**src/rtl/right_shift_iterative.sv**
```systemverilog
// Multicycle right shifter: shifts an operand right by up to 2**SHAMT_WIDTH-1 bits,
// two bits per cycle, with logical or arithmetic fill and a start/ready handshake.
module right_shift_iterative #(
    parameter int DATA_WIDTH  = 32,
    parameter int SHAMT_WIDTH = 5
) (
    input  logic                   clock,
    input  logic                   reset,
    input  logic                   ctrl_start,
    input  logic                   ctrl_arith,
    input  logic [SHAMT_WIDTH-1:0] ctrl_shiftamt,
    input  logic [DATA_WIDTH-1:0]  data_operand,
    output logic [DATA_WIDTH-1:0]  data_result,
    output logic                   data_busy,
    output logic                   data_resultRDY
);

    typedef enum logic [1:0] {
        ST_IDLE  = 2'd0,
        ST_SHIFT = 2'd1,
        ST_DONE  = 2'd2
    } state_t;

    localparam logic [SHAMT_WIDTH-1:0] TWO = SHAMT_WIDTH'(2);

    state_t                 state_r;
    state_t                 state_s;
    logic [SHAMT_WIDTH-1:0] count_r;
    logic [SHAMT_WIDTH-1:0] count_dec_s;
    logic [DATA_WIDTH-1:0]  result_r;
    logic [DATA_WIDTH-1:0]  shifted_s;
    logic                   fill_r;
    logic                   busy_r;
    logic                   busy_s;
    logic                   rdy_r;
    logic                   rdy_s;

    // State register.
    always_ff @(posedge clock or posedge reset) begin
        if (reset) begin
            state_r <= ST_IDLE;
        end else begin
            state_r <= state_s;
        end
    end

    // One shift step: two bits while at least two remain, otherwise the final odd bit.
    always_comb begin
        shifted_s   = result_r;
        count_dec_s = count_r;
        if (count_r >= TWO) begin
            shifted_s   = {fill_r, fill_r, result_r[DATA_WIDTH-1:2]};
            count_dec_s = count_r - TWO;
        end else begin
            shifted_s   = {fill_r, result_r[DATA_WIDTH-1:1]};
            count_dec_s = '0;
        end
    end

    // Next-state logic; a zero shift amount goes straight to DONE.
    always_comb begin
        state_s = state_r;
        case (state_r)
            ST_IDLE: begin
                if (ctrl_start) begin
                    state_s = (ctrl_shiftamt == '0) ? ST_DONE : ST_SHIFT;
                end else begin
                    state_s = ST_IDLE;
                end
            end
            ST_SHIFT: begin
                if (count_dec_s == '0) begin
                    state_s = ST_DONE;
                end else begin
                    state_s = ST_SHIFT;
                end
            end
            ST_DONE: state_s = ST_IDLE;
            default: state_s = ST_IDLE;
        endcase
    end

    // Output decode from the upcoming state so busy/ready can be registered without extra latency.
    always_comb begin
        busy_s = 1'b0;
        rdy_s  = 1'b0;
        case (state_s)
            ST_IDLE: begin
                busy_s = 1'b0;
                rdy_s  = 1'b0;
            end
            ST_SHIFT: begin
                busy_s = 1'b1;
                rdy_s  = 1'b0;
            end
            ST_DONE: begin
                busy_s = 1'b1;
                rdy_s  = 1'b1;
            end
            default: begin
                busy_s = 1'b0;
                rdy_s  = 1'b0;
            end
        endcase
    end

    // Registered handshake outputs.
    always_ff @(posedge clock or posedge reset) begin
        if (reset) begin
            busy_r <= 1'b0;
            rdy_r  <= 1'b0;
        end else begin
            busy_r <= busy_s;
            rdy_r  <= rdy_s;
        end
    end

    // Datapath: capture on an accepted start, step while shifting, otherwise hold.
    always_ff @(posedge clock or posedge reset) begin
        if (reset) begin
            result_r <= '0;
            count_r  <= '0;
            fill_r   <= 1'b0;
        end else begin
            case (state_r)
                ST_IDLE: begin
                    if (ctrl_start) begin
                        result_r <= data_operand;
                        count_r  <= ctrl_shiftamt;
                        fill_r   <= ctrl_arith & data_operand[DATA_WIDTH-1];
                    end else begin
                        result_r <= result_r;
                        count_r  <= count_r;
                        fill_r   <= fill_r;
                    end
                end
                ST_SHIFT: begin
                    result_r <= shifted_s;
                    count_r  <= count_dec_s;
                end
                default: begin
                    result_r <= result_r;
                    count_r  <= count_r;
                    fill_r   <= fill_r;
                end
            endcase
        end
    end

    assign data_result    = result_r;
    assign data_busy      = busy_r;
    assign data_resultRDY = rdy_r;

endmodule
```
**config.mk**
```make
export PLATFORM = sky130hd
export DESIGN_NAME = right_shift_iterative
export DESIGN_NICKNAME = d
export VERILOG_FILES = /design/src/rtl/right_shift_iterative.sv
export SDC_FILE = /design/constraint.sdc
export NUM_CORES = 1
export LEC_CHECK = 0
export ABC_AREA = 1
export CORE_MARGIN = 1
export CORE_UTILIZATION = 25
export CTS_CLUSTER_DIAMETER = 200
export DETAILED_ROUTE_END_ITERATION = 16
export DONT_BUFFER_PORTS = 1
export HOLD_SLACK_MARGIN = 0.02
export PLACE_DENSITY_LB_ADDON = 0.08
export SLEW_MARGIN = 10
export SYNTH_ARGS = -nofsm -noshare
export SYNTH_HDL_FRONTEND = slang
export SYNTH_SLANG_ARGS = --single-unit
```
**constraint.sdc**
```tcl
create_clock -name clock -period 2.2 [get_ports clock]
set_input_delay 0.22 -clock clock [delete_from_list [all_inputs] [get_ports clock]]
set_output_delay 0.22 -clock clock [all_outputs]
set_load 0.005 [all_outputs]
```
==> run summary <==
The total length of routed wires came out at 7490 microns. The relative max-transition margin came out at 64.3%. The part of the Yosys area used for sequential elements came out at 42.2%. In this run the tool buffered the top-level ports with 0 buffer cells. The clock-pin slew on the worst setup and hold paths came out at 0.08 ns.

At the pin with the least slew margin, the transition time is 0.534 ns. For this design the ratio of total power to cell area is 1630 nW/um^2. The post-CTS resize count is 0. The fraction of layout cells with a size suffix above 1 is 6.92%. Synthesis instantiated 21 different standard cells from the library. The die covers 10400 sq um. The most used flip-flop cell after synthesis is sky130_fd_sc_hd__dfrtp_1. By area the synthesized netlist is led by sky130_fd_sc_hd__dfrtp_1 (42%), sky130_fd_sc_hd__nand3_1 (14%), sky130_fd_sc_hd__nand2_1 (7.5%). The synthesized design spends more area on one cell type than any other, namely sky130_fd_sc_hd__dfrtp_1. The time the final worst path needs with I/O delays and setup is 1.75 ns.

The cell at the root of the clock tree is sky130_fd_sc_hd__clkbuf_8. The count of final setup violators came out at 0. The library cell with the highest instance count after synthesis is sky130_fd_sc_hd__nand3_1.

Yosys printed 0 warnings. The global-route wire length before repair came out at 12400 microns. The number of filler cells placed in the layout came out at 1104.

The number of buffers added by the clock tree synthesis step came out at 5. The area share of the largest cell type after synthesis came out at 42.2%. The number of antenna violations at the first check in global routing came out at 0.

The weighted congestion at the end of routability-driven global placement came out at 0.823. The pre-antenna-repair detailed-routing pass consisted of 4 iterations. The type of element launching the critical path is a flop.

The signal on the critical path passes through inv_2 > ha_1 > nand2_2 > nor2_4 > nand2_4 > o21ai_0 > nand3_1 > o21ai_0 > ha_1 > inv_1. The post-route setup TNS came out at 0 ns. The critical path capture point type is a flop. The critical-path maximum fanout came out at 13. The classification of the worst-slack hold path is input pin to flop. The count of boundary I/O pins is 75. The post-CTS setup buffer count is 0. The total routing resource utilization after global routing is 15.7%.

The netlist area before placement came out at 2490 sq um. The floorplan has 36 rows. In this run the horizontal extent of the chip is 102 microns. The via count of the first global-routing pass is 2330. Buffers inserted to repair hold after CTS numbered 1.

The run finished with clean final reports. After synthesis, the mean cell area works out to 7.09 sq um. By startpoint and endpoint, the worst setup path is classified as flop to flop. The clock tree buffer depth came out at 2. The max-cap violation count is 0.

The setup slack on the worst flop-to-flop path came out at 0.45 ns. The initial DRC count is 73. The number of register bits inferred by synthesis came out at 42. Setup repair after global routing left no endpoint under its margin. The TritonCTS clock tree is yes. The clock sink total came out at 42. The count of H-tree levels built during CTS is 2.

The via count of the routed design is 2310. The remaining global-route overflow came out at 0. The endpoint required time on the critical path is 2.44 ns. The number of synthesized flops with an enable pin is 0.

The number of nets still failing antenna checks after routing came out at 0. The post-synthesis async set-or-reset flop share came out at 100%. The height of the die came out at 102 microns. At the worst endpoint, the arrival time is 1.99 ns. The leakage dissipation came out at 0.00131 uW. The growth of design area from synthesis to finish came out at 8.54%. The wire length per cell came out at 15.6 microns.

The commonest cells after synthesis are sky130_fd_sc_hd__nand3_1 (68), sky130_fd_sc_hd__nand2_1 (50), sky130_fd_sc_hd__inv_1 (46). The maximum cell stage delay along the critical path came out at 0.38 ns. Detailed placement finished with a half-perimeter wire length of 4900 microns.

The total area inside the core boundary comes to 9730 sq um. The via count normalized by instance count came out at 4.81. The post-synth net total is 394. The pin count of the biggest net entering global routing is 39. For this configuration, the core starts out at a cell density of 25.6%. Among all stages on the critical path, the largest delay is contributed by sky130_fd_sc_hd__dfrtp_1. The highest clock frequency the design can meet is 572 MHz. The final-stage net count came out at 390. The number of antenna diodes in the final layout is 0. After layout, the worst path uses 79.4% of the clock period. The peak supply drop is 0.000607 V. The worst setup timing slack at the placement stage came out at 0.489 ns. For this run, design rule violations remaining after detail routing come to 0. Clock latency on the worst-skew pair, taken at its later pin, is 0.29 ns.

The post-route clock skew came out at 0.00400 ns. The final number of max-transition violations came to 0. The setup slack after layout is 0.453 ns.

The number of instances in the synthesized netlist is 351. The final number of hold-violating endpoints is 0.
[where the power goes]
part / internal [uW] / switching [uW]
clock: 220 / 282
sequential: 1190 / 381
combinational: 808 / 1520
total: 2210 / 2180
[area by class of cell]
type / instances / area (sq um) / share of cell area, %
clock buffer: 7 / 76.3 / 2.82
multi-input combinational: 239 / 1130 / 41.9
sequential: 42 / 1050 / 38.9
timing repair buffer: 11 / 97.6 / 3.61
tap: 133 / 166 / 6.16
inverter: 48 / 180 / 6.67
[kinds of logic after synthesis]
kind of cell	Yosys count	synth area share, %
simple gates	161	28.7
compound gates	76	15.5
buf+inv	70	12.6
flops	42	42.2
fa+ha+maj	2	1.00
[metal layers]
metal	part of all wire (%)	track usage, %	vias up
li1	-	-	1134
met1	47	20.5	1096
met2	46	25.6	74
met3	6.7	4.42	6
met4	0.81	3.34	0
met5	0	0	-
[worst paths after layout]
check | from | end | cells past startpoint
setup / recovery | count_r[1] | data_busy | 10
hold / removal | ctrl_shiftamt[0] | count_r[0] | 2
setup reg to reg | count_r[1] | data_busy | 10
hold reg to reg | count_r[0] | count_r[0] | 2
max in group asynchronous | reset | data_result[22] | 3
min in group asynchronous | reset | data_result[3] | 2
[layout by cell type, fill, tap and decap left out]
cell	netlist	layout
sky130_fd_sc_hd__clkbuf_1	6	2
sky130_fd_sc_hd__a21oi_1	34	34
sky130_fd_sc_hd__o221ai_1	1	1
sky130_fd_sc_hd__inv_1	46	45
sky130_fd_sc_hd__o21ai_1	3	3
sky130_fd_sc_hd__buf_4	2	9
sky130_fd_sc_hd__nor3_1	1	1
sky130_fd_sc_hd__nand2_4	1	1
sky130_fd_sc_hd__clkbuf_8	0	5
sky130_fd_sc_hd__dfrtp_1	42	42
sky130_fd_sc_hd__buf_12	0	1
sky130_fd_sc_hd__o21ai_0	37	37
sky130_fd_sc_hd__o22ai_1	1	1
sky130_fd_sc_hd__dlygate4sd3_1	0	1
sky130_fd_sc_hd__ha_1	2	2
sky130_fd_sc_hd__nand3_1	68	68
sky130_fd_sc_hd__nor2_1	36	36
sky130_fd_sc_hd__inv_2	2	3
sky130_fd_sc_hd__nand2_1	50	50
sky130_fd_sc_hd__nor2_4	1	2
sky130_fd_sc_hd__nand2_2	3	3
[stage by stage]
step | std cells | power, uW | hold slack [ns] | instance area, sq um | util, %
after global placement | 472 | 3960 | 0.180 | 2620 | 26.9
after global routing | 480 | 4960 | 0.0509 | 2700 | 27.8
after floorplan | 351 | 3340 | 0.337 | 2490 | -
after CTS | 480 | 4480 | 0.0562 | 2700 | 27.8
after detailed placement | 472 | 3950 | 0.187 | 2620 | 26.9
final | 480 | 4400 | 0.0581 | 2700 | 27.8
[sequential cells by signal, indices dropped and copies added, names as in the netlist]
register	cells
fill_r	1
count_r	5
state_r	2
data_resultRDY	1
data_busy	1
data_result	32
[worst max-delay path: cells and delay by family (launching register included)]
family | cells | cell delay [ns]
simple gates | 4 | 0.41
flops | 1 | 0.38
compound gates | 2 | 0.27
buf+inv | 2 | 0.16
fa+ha+maj | 2 | 0.47
No activity file was read; power rests on OpenSTA's default activity.
